===== src/rtl/hazard_stall_ctrl.sv =====
`default_nettype none
// ============================================================================
// Module   : hazard_stall_ctrl
// Brief    : Pipeline control for the MIPS-DLX core. Decides each cycle
//            whether the PC register and the IF/ID, ID/EX, EX/MEM and MEM/WB
//            latches capture, hold or take a bubble. It covers load-use
//            hazards, taken-branch flushes, multi-cycle MDU holds and
//            memory-wait freezes, and counts front-end stall cycles.
// Revision : 1.0 - initial release
// ============================================================================
module hazard_stall_ctrl #(
    parameter int MDU_CYCLES = 4,
    parameter int COUNT_W    = 16
) (
    input  logic               clk,
    input  logic               reset,
    input  logic [4:0]         id_rs,
    input  logic [4:0]         id_rt,
    input  logic               id_uses_rs,
    input  logic               id_uses_rt,
    input  logic               ex_mem_read,
    input  logic [4:0]         ex_rt,
    input  logic               ex_branch_taken,
    input  logic               ex_mdu_start,
    input  logic               mem_wait,
    output logic               pc_enable,
    output logic               ifid_enable,
    output logic               idex_enable,
    output logic               exmem_enable,
    output logic               memwb_enable,
    output logic               ifid_flush,
    output logic               idex_bubble,
    output logic               exmem_bubble,
    output logic               mdu_busy,
    output logic [COUNT_W-1:0] stall_count
);

    // ------------------------------------------------------------------------
    // Constants
    // ------------------------------------------------------------------------
    localparam int                 c_CNT_W    = $clog2(MDU_CYCLES) + 1;
    // The entry cycle is the first hold cycle, so the MDU state only has to
    // account for the remaining MDU_CYCLES-1 of them.
    localparam logic [c_CNT_W-1:0] c_CNT_LOAD = c_CNT_W'(MDU_CYCLES - 1);
    localparam logic [c_CNT_W-1:0] c_CNT_ONE  = c_CNT_W'(1);
    localparam logic [COUNT_W-1:0] c_STALL_ONE = COUNT_W'(1);
    localparam logic [COUNT_W-1:0] c_STALL_MAX = {COUNT_W{1'b1}};

    typedef enum logic [0:0] {
        ST_RUN = 1'b0,
        ST_MDU = 1'b1
    } state_t;

    // ------------------------------------------------------------------------
    // State and combinational decisions
    // ------------------------------------------------------------------------
    state_t               r_state;
    state_t               w_state_nxt;
    logic [c_CNT_W-1:0]   r_mdu_cnt;
    logic [c_CNT_W-1:0]   w_mdu_cnt_nxt;
    logic                 r_mdu_busy;
    logic                 w_mdu_busy_nxt;
    logic [COUNT_W-1:0]   r_stall_count;

    logic                 w_load_use;
    logic                 w_pc_enable;
    logic                 w_ifid_enable;
    logic                 w_idex_enable;
    logic                 w_exmem_enable;
    logic                 w_memwb_enable;
    logic                 w_ifid_flush;
    logic                 w_idex_bubble;
    logic                 w_exmem_bubble;

    // Load in EX writes a register that the instruction in ID reads; r0 never
    // creates a dependency because it is hard-wired to zero.
    always_comb begin
        w_load_use = ex_mem_read && (ex_rt != 5'd0) &&
                     ((id_uses_rs && (id_rs == ex_rt)) ||
                      (id_uses_rt && (id_rt == ex_rt)));
    end

    // Next-state and latch-control decode, resolved in priority order.
    always_comb begin
        w_state_nxt    = r_state;
        w_mdu_cnt_nxt  = r_mdu_cnt;
        w_pc_enable    = 1'b1;
        w_ifid_enable  = 1'b1;
        w_idex_enable  = 1'b1;
        w_exmem_enable = 1'b1;
        w_memwb_enable = 1'b1;
        w_ifid_flush   = 1'b0;
        w_idex_bubble  = 1'b0;
        w_exmem_bubble = 1'b0;

        if (!reset) begin
            // While reset is held every latch is closed and loaded with NOPs.
            w_state_nxt    = ST_RUN;
            w_mdu_cnt_nxt  = '0;
            w_pc_enable    = 1'b0;
            w_ifid_enable  = 1'b0;
            w_idex_enable  = 1'b0;
            w_exmem_enable = 1'b0;
            w_memwb_enable = 1'b0;
            w_ifid_flush   = 1'b1;
            w_idex_bubble  = 1'b1;
            w_exmem_bubble = 1'b1;
        end else if (mem_wait) begin
            // Whole pipe frozen; the FSM and its counter keep their values.
            w_pc_enable    = 1'b0;
            w_ifid_enable  = 1'b0;
            w_idex_enable  = 1'b0;
            w_exmem_enable = 1'b0;
            w_memwb_enable = 1'b0;
        end else if (r_state == ST_MDU) begin
            if (r_mdu_cnt != '0) begin
                // Front end and EX hold while the MDU works; the back end
                // drains and EX/MEM receives bubbles.
                w_pc_enable    = 1'b0;
                w_ifid_enable  = 1'b0;
                w_idex_enable  = 1'b0;
                w_exmem_bubble = 1'b1;
                w_mdu_cnt_nxt  = r_mdu_cnt - c_CNT_ONE;
            end else begin
                // Release cycle: the MDU result moves on with default controls.
                w_state_nxt = ST_RUN;
            end
        end else if (ex_mdu_start) begin
            w_pc_enable    = 1'b0;
            w_ifid_enable  = 1'b0;
            w_idex_enable  = 1'b0;
            w_exmem_bubble = 1'b1;
            w_state_nxt    = ST_MDU;
            w_mdu_cnt_nxt  = c_CNT_LOAD;
        end else if (ex_branch_taken) begin
            // Both younger instructions are on the wrong path.
            w_ifid_flush  = 1'b1;
            w_idex_bubble = 1'b1;
        end else if (w_load_use) begin
            // Hold the consumer in ID for one cycle behind a bubble.
            w_pc_enable   = 1'b0;
            w_ifid_enable = 1'b0;
            w_idex_bubble = 1'b1;
        end
    end

    // Busy flags the hold cycles spent inside the MDU state, excluding the
    // release cycle.
    always_comb begin
        w_mdu_busy_nxt = (w_state_nxt == ST_MDU) && (w_mdu_cnt_nxt != '0);
    end

    // FSM state, MDU countdown and registered busy flag.
    always_ff @(posedge clk or negedge reset) begin
        if (!reset) begin
            r_state    <= ST_RUN;
            r_mdu_cnt  <= '0;
            r_mdu_busy <= 1'b0;
        end else begin
            r_state    <= w_state_nxt;
            r_mdu_cnt  <= w_mdu_cnt_nxt;
            r_mdu_busy <= w_mdu_busy_nxt;
        end
    end

    // Saturating count of edges at which the PC did not advance.
    always_ff @(posedge clk or negedge reset) begin
        if (!reset) begin
            r_stall_count <= '0;
        end else if (!w_pc_enable && (r_stall_count != c_STALL_MAX)) begin
            r_stall_count <= r_stall_count + c_STALL_ONE;
        end
    end

    // ------------------------------------------------------------------------
    // Output mapping
    // ------------------------------------------------------------------------
    assign pc_enable    = w_pc_enable;
    assign ifid_enable  = w_ifid_enable;
    assign idex_enable  = w_idex_enable;
    assign exmem_enable = w_exmem_enable;
    assign memwb_enable = w_memwb_enable;
    assign ifid_flush   = w_ifid_flush;
    assign idex_bubble  = w_idex_bubble;
    assign exmem_bubble = w_exmem_bubble;
    assign mdu_busy     = r_mdu_busy;
    assign stall_count  = r_stall_count;

endmodule
`default_nettype wire


===== config.mk =====
export PLATFORM = sky130hd
export DESIGN_NAME = hazard_stall_ctrl
export DESIGN_NICKNAME = d
export VERILOG_FILES = /design/src/rtl/hazard_stall_ctrl.sv
export SDC_FILE = /design/constraint.sdc
export NUM_CORES = 1
export LEC_CHECK = 0
export CORE_MARGIN = 2
export CORE_UTILIZATION = 31
export DETAILED_ROUTE_END_ITERATION = 16
export SYNTH_ARGS = -nofsm -noshare
export SYNTH_HDL_FRONTEND = slang
export SYNTH_SLANG_ARGS = --single-unit

===== constraint.sdc =====
create_clock -name clk -period 2.9 [get_ports clk]
set_input_delay 0.725 -clock clk [delete_from_list [all_inputs] [get_ports clk]]
set_output_delay 0.725 -clock clk [all_outputs]
set_load 0.02 [all_outputs]

==> After elaboration in Yosys (flattened, before gate mapping) <==
Index checks and enable logic that the tools add are counted.
{ "word_totals": {"ff_bits": 21, "latch_bits": 0, "ramBits": 0, "rom_bits": 0, "input_bits": 23, "output_inout_bits": 25, "elab_cells": 56, "n_memories": 0} }
{ "op_classes": {"addsub": 2, "mul": 0, "n_div": 0, "n_lt_le_gt_ge": 0, "n_eq_ne": 3, "n_shift": 0, "muxes": 36, "bitwise_logic": 0, "n_reduce_logical": 11} }
{ "op_table": {"columns": ["operator", "n"], "rows": [
  ["$mux 1", 31],
  ["$add 16x1->16 const B", 1],
  ["$ne 16x16->1 const B", 1],
  ["$mux 3", 5],
  ["$eq 5x5->1", 2],
  ["$logic_and 1x1->1", 6],
  ["$reduce_bool 3->1", 2],
  ["$reduce_bool 5->1", 1],
  ["$sub 3x1->3 const B", 1],
  ["$logic_not 1->1", 1],
  ["$logic_or 1x1->1", 1]
]} }

==> Depth between registers and ports, before layout <==
{ "logic_depth": {"depth_word": 12, "ltp_mapped": 9, "depth_no_buf": 8} }

==> Worst setup path before layout <==
No wires, ideal clock.
{ "synth_timing": {"path_type": "input port to output port", "from": "in ex_rt[1]", "to": "out pc_enable", "arrival_ps": 2106, "required_time_ps": 2175, "setup_slack_ps": 69, "cell_stages": 5, "n_path_buf": 2, "path_cell_list": "or4_1 > o21a_1 > a41oi_4 > buf_6 > buf_4"} }
{ "synth_via": {"elab_chain_len": 10, "word_cells_on_any_way": 14, "classes_between": "eq/ne: 2; mux: 6; reduce/logical: 6"} }
{ "synth_rtl": {"columns": ["item", "line", "rtl"], "rows": [
  ["start: declaration", "22", "input logic [4:0] ex_rt,"],
  ["$eq 5x5->1, on equally long branches", "79, 80", null],
  ["$logic_and 1x1->1, on equally long branches", "79, 80", null],
  ["$logic_or 1x1->1", "79", "((id_uses_rs && (id_rs == ex_rt)) ||"],
  ["$logic_and 1x1->1 (*)", "78", "w_load_use = ex_mem_read && (ex_rt != 5'd0) &&"],
  ["$mux 1 (*) (6 in series)", null, null],
  ["end: declaration", "26", "output logic pc_enable,"]
]} }
Mark *: on every way between the ends. The rest lies on a longest branch, timed or not.

==> Worst setup path after layout <==
{ "layout_timing": {"from": "in ex_rt[4]", "to": "out pc_enable"} }
{ "layout_via": {"elab_chain_len": 10, "word_cells_on_any_way": 14, "classes_between": "eq/ne: 2; mux: 6; reduce/logical: 6"} }
{ "layout_rtl": {"columns": ["item", "line", "rtl"], "rows": [
  ["$eq 5x5->1, on equally long branches", "79, 80", null],
  ["$logic_and 1x1->1, on equally long branches", "79, 80", null],
  ["$logic_or 1x1->1", "79", null],
  ["$logic_and 1x1->1 (*)", "78", null],
  ["$mux 1 (*)", "139", "end else if (w_load_use) begin"],
  ["$mux 1 (*)", "135", "end else if (ex_branch_taken) begin"],
  ["$mux 1 (*)", "128", "end else if (ex_mdu_start) begin"],
  ["$mux 1 (*)", "115", "end else if (r_state == ST_MDU) begin"],
  ["$mux 1 (*)", "108", "end else if (mem_wait) begin"],
  ["$mux 1 (*)", "96", "if (!reset) begin"]
]} }
Marks and branches as above.

==> impl_results.md <==
* Status: completed
* Reg-to-reg endpoint: stall_count[1]$_DFFE_PN0P_
* Yosys top cell area share at 39.59%
* WL final at 3.363 mm
* Min Hold Slack at 0.5037 ns
* Number of setup buffers added after CTS at 0
* Synth async-reset ratio at 100.0%
* Final Max Tran Viols at 0
* Total vias in the final route at 1183
* Grt total ovfl at 0
* Worst-skew pair later-pin latency at 0.26 ns
* # DRC at 0
* Worst hold path type: flop to flop
* Design Power at 1.208 mW
* Worst reg2reg path depth at 7
* CTS root buf: clkbuf_8
* Vias in the first global route at 1231
* Yosys synthesis warning count at 0
* Min cycle time layout at 2.848 ns
* Number of buffers added on ports at 47
* Ratio of cells with drive above 1 in the final layout at 17.37%
* Final Cycle Share at 98.19%
* Synth area leader: dfrtp_1
* Hold Crit Start: stall_count[10]$_DFFE_PN0P_
* Top FF cell, synth: dfrtp_1
* Sequential cell area fraction in the yosys report at 39.59%
* Core Box Area at 0.004058 sq mm
* Initial DRT Pass Iterations at 4
* Initial antenna violation count at 0
* Nets at 217
* Via density at 4.929
* Hold path depth at 1
* Worst-path clk slew at 0.07 ns
* Worst slew margin at 59.51%
* Setup crit start kind: input port
* TritonCTS clock tree: built
* Peak fanout along the critical path at 3
* Final Hold Fails at 0
* Initial Util at 32.72%
* Placed wire-length estimate at 2.572 mm
* Worst r2r src: stall_count[0]$_DFFE_PN0P_
* Crit. Startpoint: ex_rt[4]
* Routability cong. at 0.9637
* Gr usage total at 14.38%
* Maxcap violations at 0
* EDFF count, synth at 0
* Fillers at 379
* Worst slew pin tran at 0.6067 ns
* Row Count at 23
* WS Path Type: input port to primary output
* Worst VDD drop at 459.1 uV
* Die Wd at 69.44 microns
* CTS max path bufs at 2
* First-pass GRT wire length at 5.671 mm
* Top cells by area, synth: dfrtp_1 (40%), xnor2_1 (7.9%), xor2_1 (7.9%)
* Syn Inst Count at 132
* Required @ worst endpoint at 2.17 ns
* Clock Sinks at 21
* ANT nets after route at 0
* Overall die area at 0.004822 sq mm
* Mapped Nets at 158
* Commonest cells post-synth: dfrtp_1 (21), nand2_1 (13), xnor2_1 (12), xor2_1 (12), inv_1 (8)
* Ant. Diodes at 0
* CTS buffer count at 3
* Setup_tns at 0 ns
* Top-count cell post-synth: dfrtp_1
* Hold Crit Endpoint: stall_count[10]$_DFFE_PN0P_
* Post-synth cell types at 34
* H-tree Lvls at 1
* Largest net degree at the start of global routing at 20
* Synth-to-layout area growth at 47.41%
* Cell area after synthesis at 0.001328 sq mm
* Routed length per instance at 14.01 microns
* Fmax at 351.2 MHz
* Skew final at 0.002327 ns
* Worst R2R Setup Slack at 0.61 ns
* Die height at 69.44 microns
* IO Pins at 48
* Leakage power at 0.8437 nW
* Final setup viols at 0
* Synthesis-stage register bit count at 21
* Crit end category: primary output
* 1st-iter DRT viols at 38
* Hold buffer count at CTS at 0
* RSZ-0062 raised after global routing: no
* Syn Area/Cell at 10.06 sq um
* PD cells at 617.5 mW/mm^2
* Critical Path AT at 2.12 ns
routing by layer:
metal,GRT usage (%),up-vias,share of wire (%)
met2,23.61,45,46
met4,5.229,0,1.4
met3,2.471,5,6.6
li1,-,571,-
met1,18.95,562,46
met5,0,-,0
cells by family after synthesis:
logic type                 share of synthesized area (%)
adders and majority gates                          2.828
DFF                                                39.58
AOI/OAI and AO/OA                                  10.08
muxes                                              2.262
and+or+nand+nor                                    24.32
xor gates and xnor gates                           15.83
buffers and inverters                              5.089
power by group:
| group | switching, mW | internal (mW) | total (mW) |
|---|---|---|---|
| Sequential | 0.102 | 0.377 | 0.479 |
| Clock | 0.0929 | 0.0979 | 0.191 |
| Combinational | 0.258 | 0.281 | 0.539 |
sequential cells by signal, indices dropped and copies added, names as in the netlist:
register and cells:
mdu_busy 1, r_mdu_cnt 3, r_state 1, stall_count 16
final cells by class:
cell class	instances	area, sq um	share of cell area (%)
clock buffers	4	45.04	2.302
inverters	8	30.03	1.535
multi-input cells	99	754.5	38.55
flip-flops and latches	21	525.5	26.85
well taps	50	62.56	3.197
repair buffers	58	539.3	27.56
metrics by stage:
stage                     utilization [%]  instance area, sq um  setup WS (ns)  cells
after floorplan                         -                  1328        0.06910    132
after global placement              46.96                  1906        -0.6322    236
after detailed placement            46.96                  1906        -0.6381    236
after CTS                           48.20                  1956        0.02803    240
after global routing                48.23                  1957       0.001896    240
final                               48.23                  1957        0.05245    240
worst max-delay path, cell delays in order:
cell	delay, ns
dlygate4sd2_1	0.24
or4_1	0.52
o21a_1	0.25
a41oi_4	0.19
buf_2	0.21
cells in the final DEF (no fill, tap or decap), types with 2 or more instances in the layout:
cell	synthesis	routed
xor2_1	12	12
nor2b_1	2	2
nand4_1	2	2
clkbuf_8	0	3
nor3_2	2	3
nand3_1	6	6
nor4b_1	5	5
and3_4	2	2
nor3_1	4	3
dlymetal6s2s_1	0	2
o21a_1	3	3
nor2_1	5	5
nor4_1	4	4
a21oi_1	3	3
inv_1	8	8
dfrtp_1	21	21
dlygate4sd2_1	0	6
xnor2_2	0	2
xnor2_1	12	10
buf_4	2	12
clkdlybuf4s50_1	0	35
nand2_1	13	13
o21ai_0	6	6
mux2_4	2	2
ha_1	3	3
how the worst max path moves through the flow:
stage | slack, ns | cells after the start | end
detailed placement | -0.64 | 5 | pc_enable
finish | 0.05 | 5 | pc_enable
floorplan | 0.07 | 5 | pc_enable
CTS | 0.03 | 5 | pc_enable
global route | 0.002 | 5 | pc_enable
global placement | -0.63 | 5 | ifid_enable
repair_timing:
| item | 4_1_cts | 5_1_grt |
|---|---|---|
| gates resized for setup | 25 | 4 |
| setup endpoints to repair | 6 | 4 |
| pin swaps | 6 | 1 |
Power figures use the tool's default switching activity.
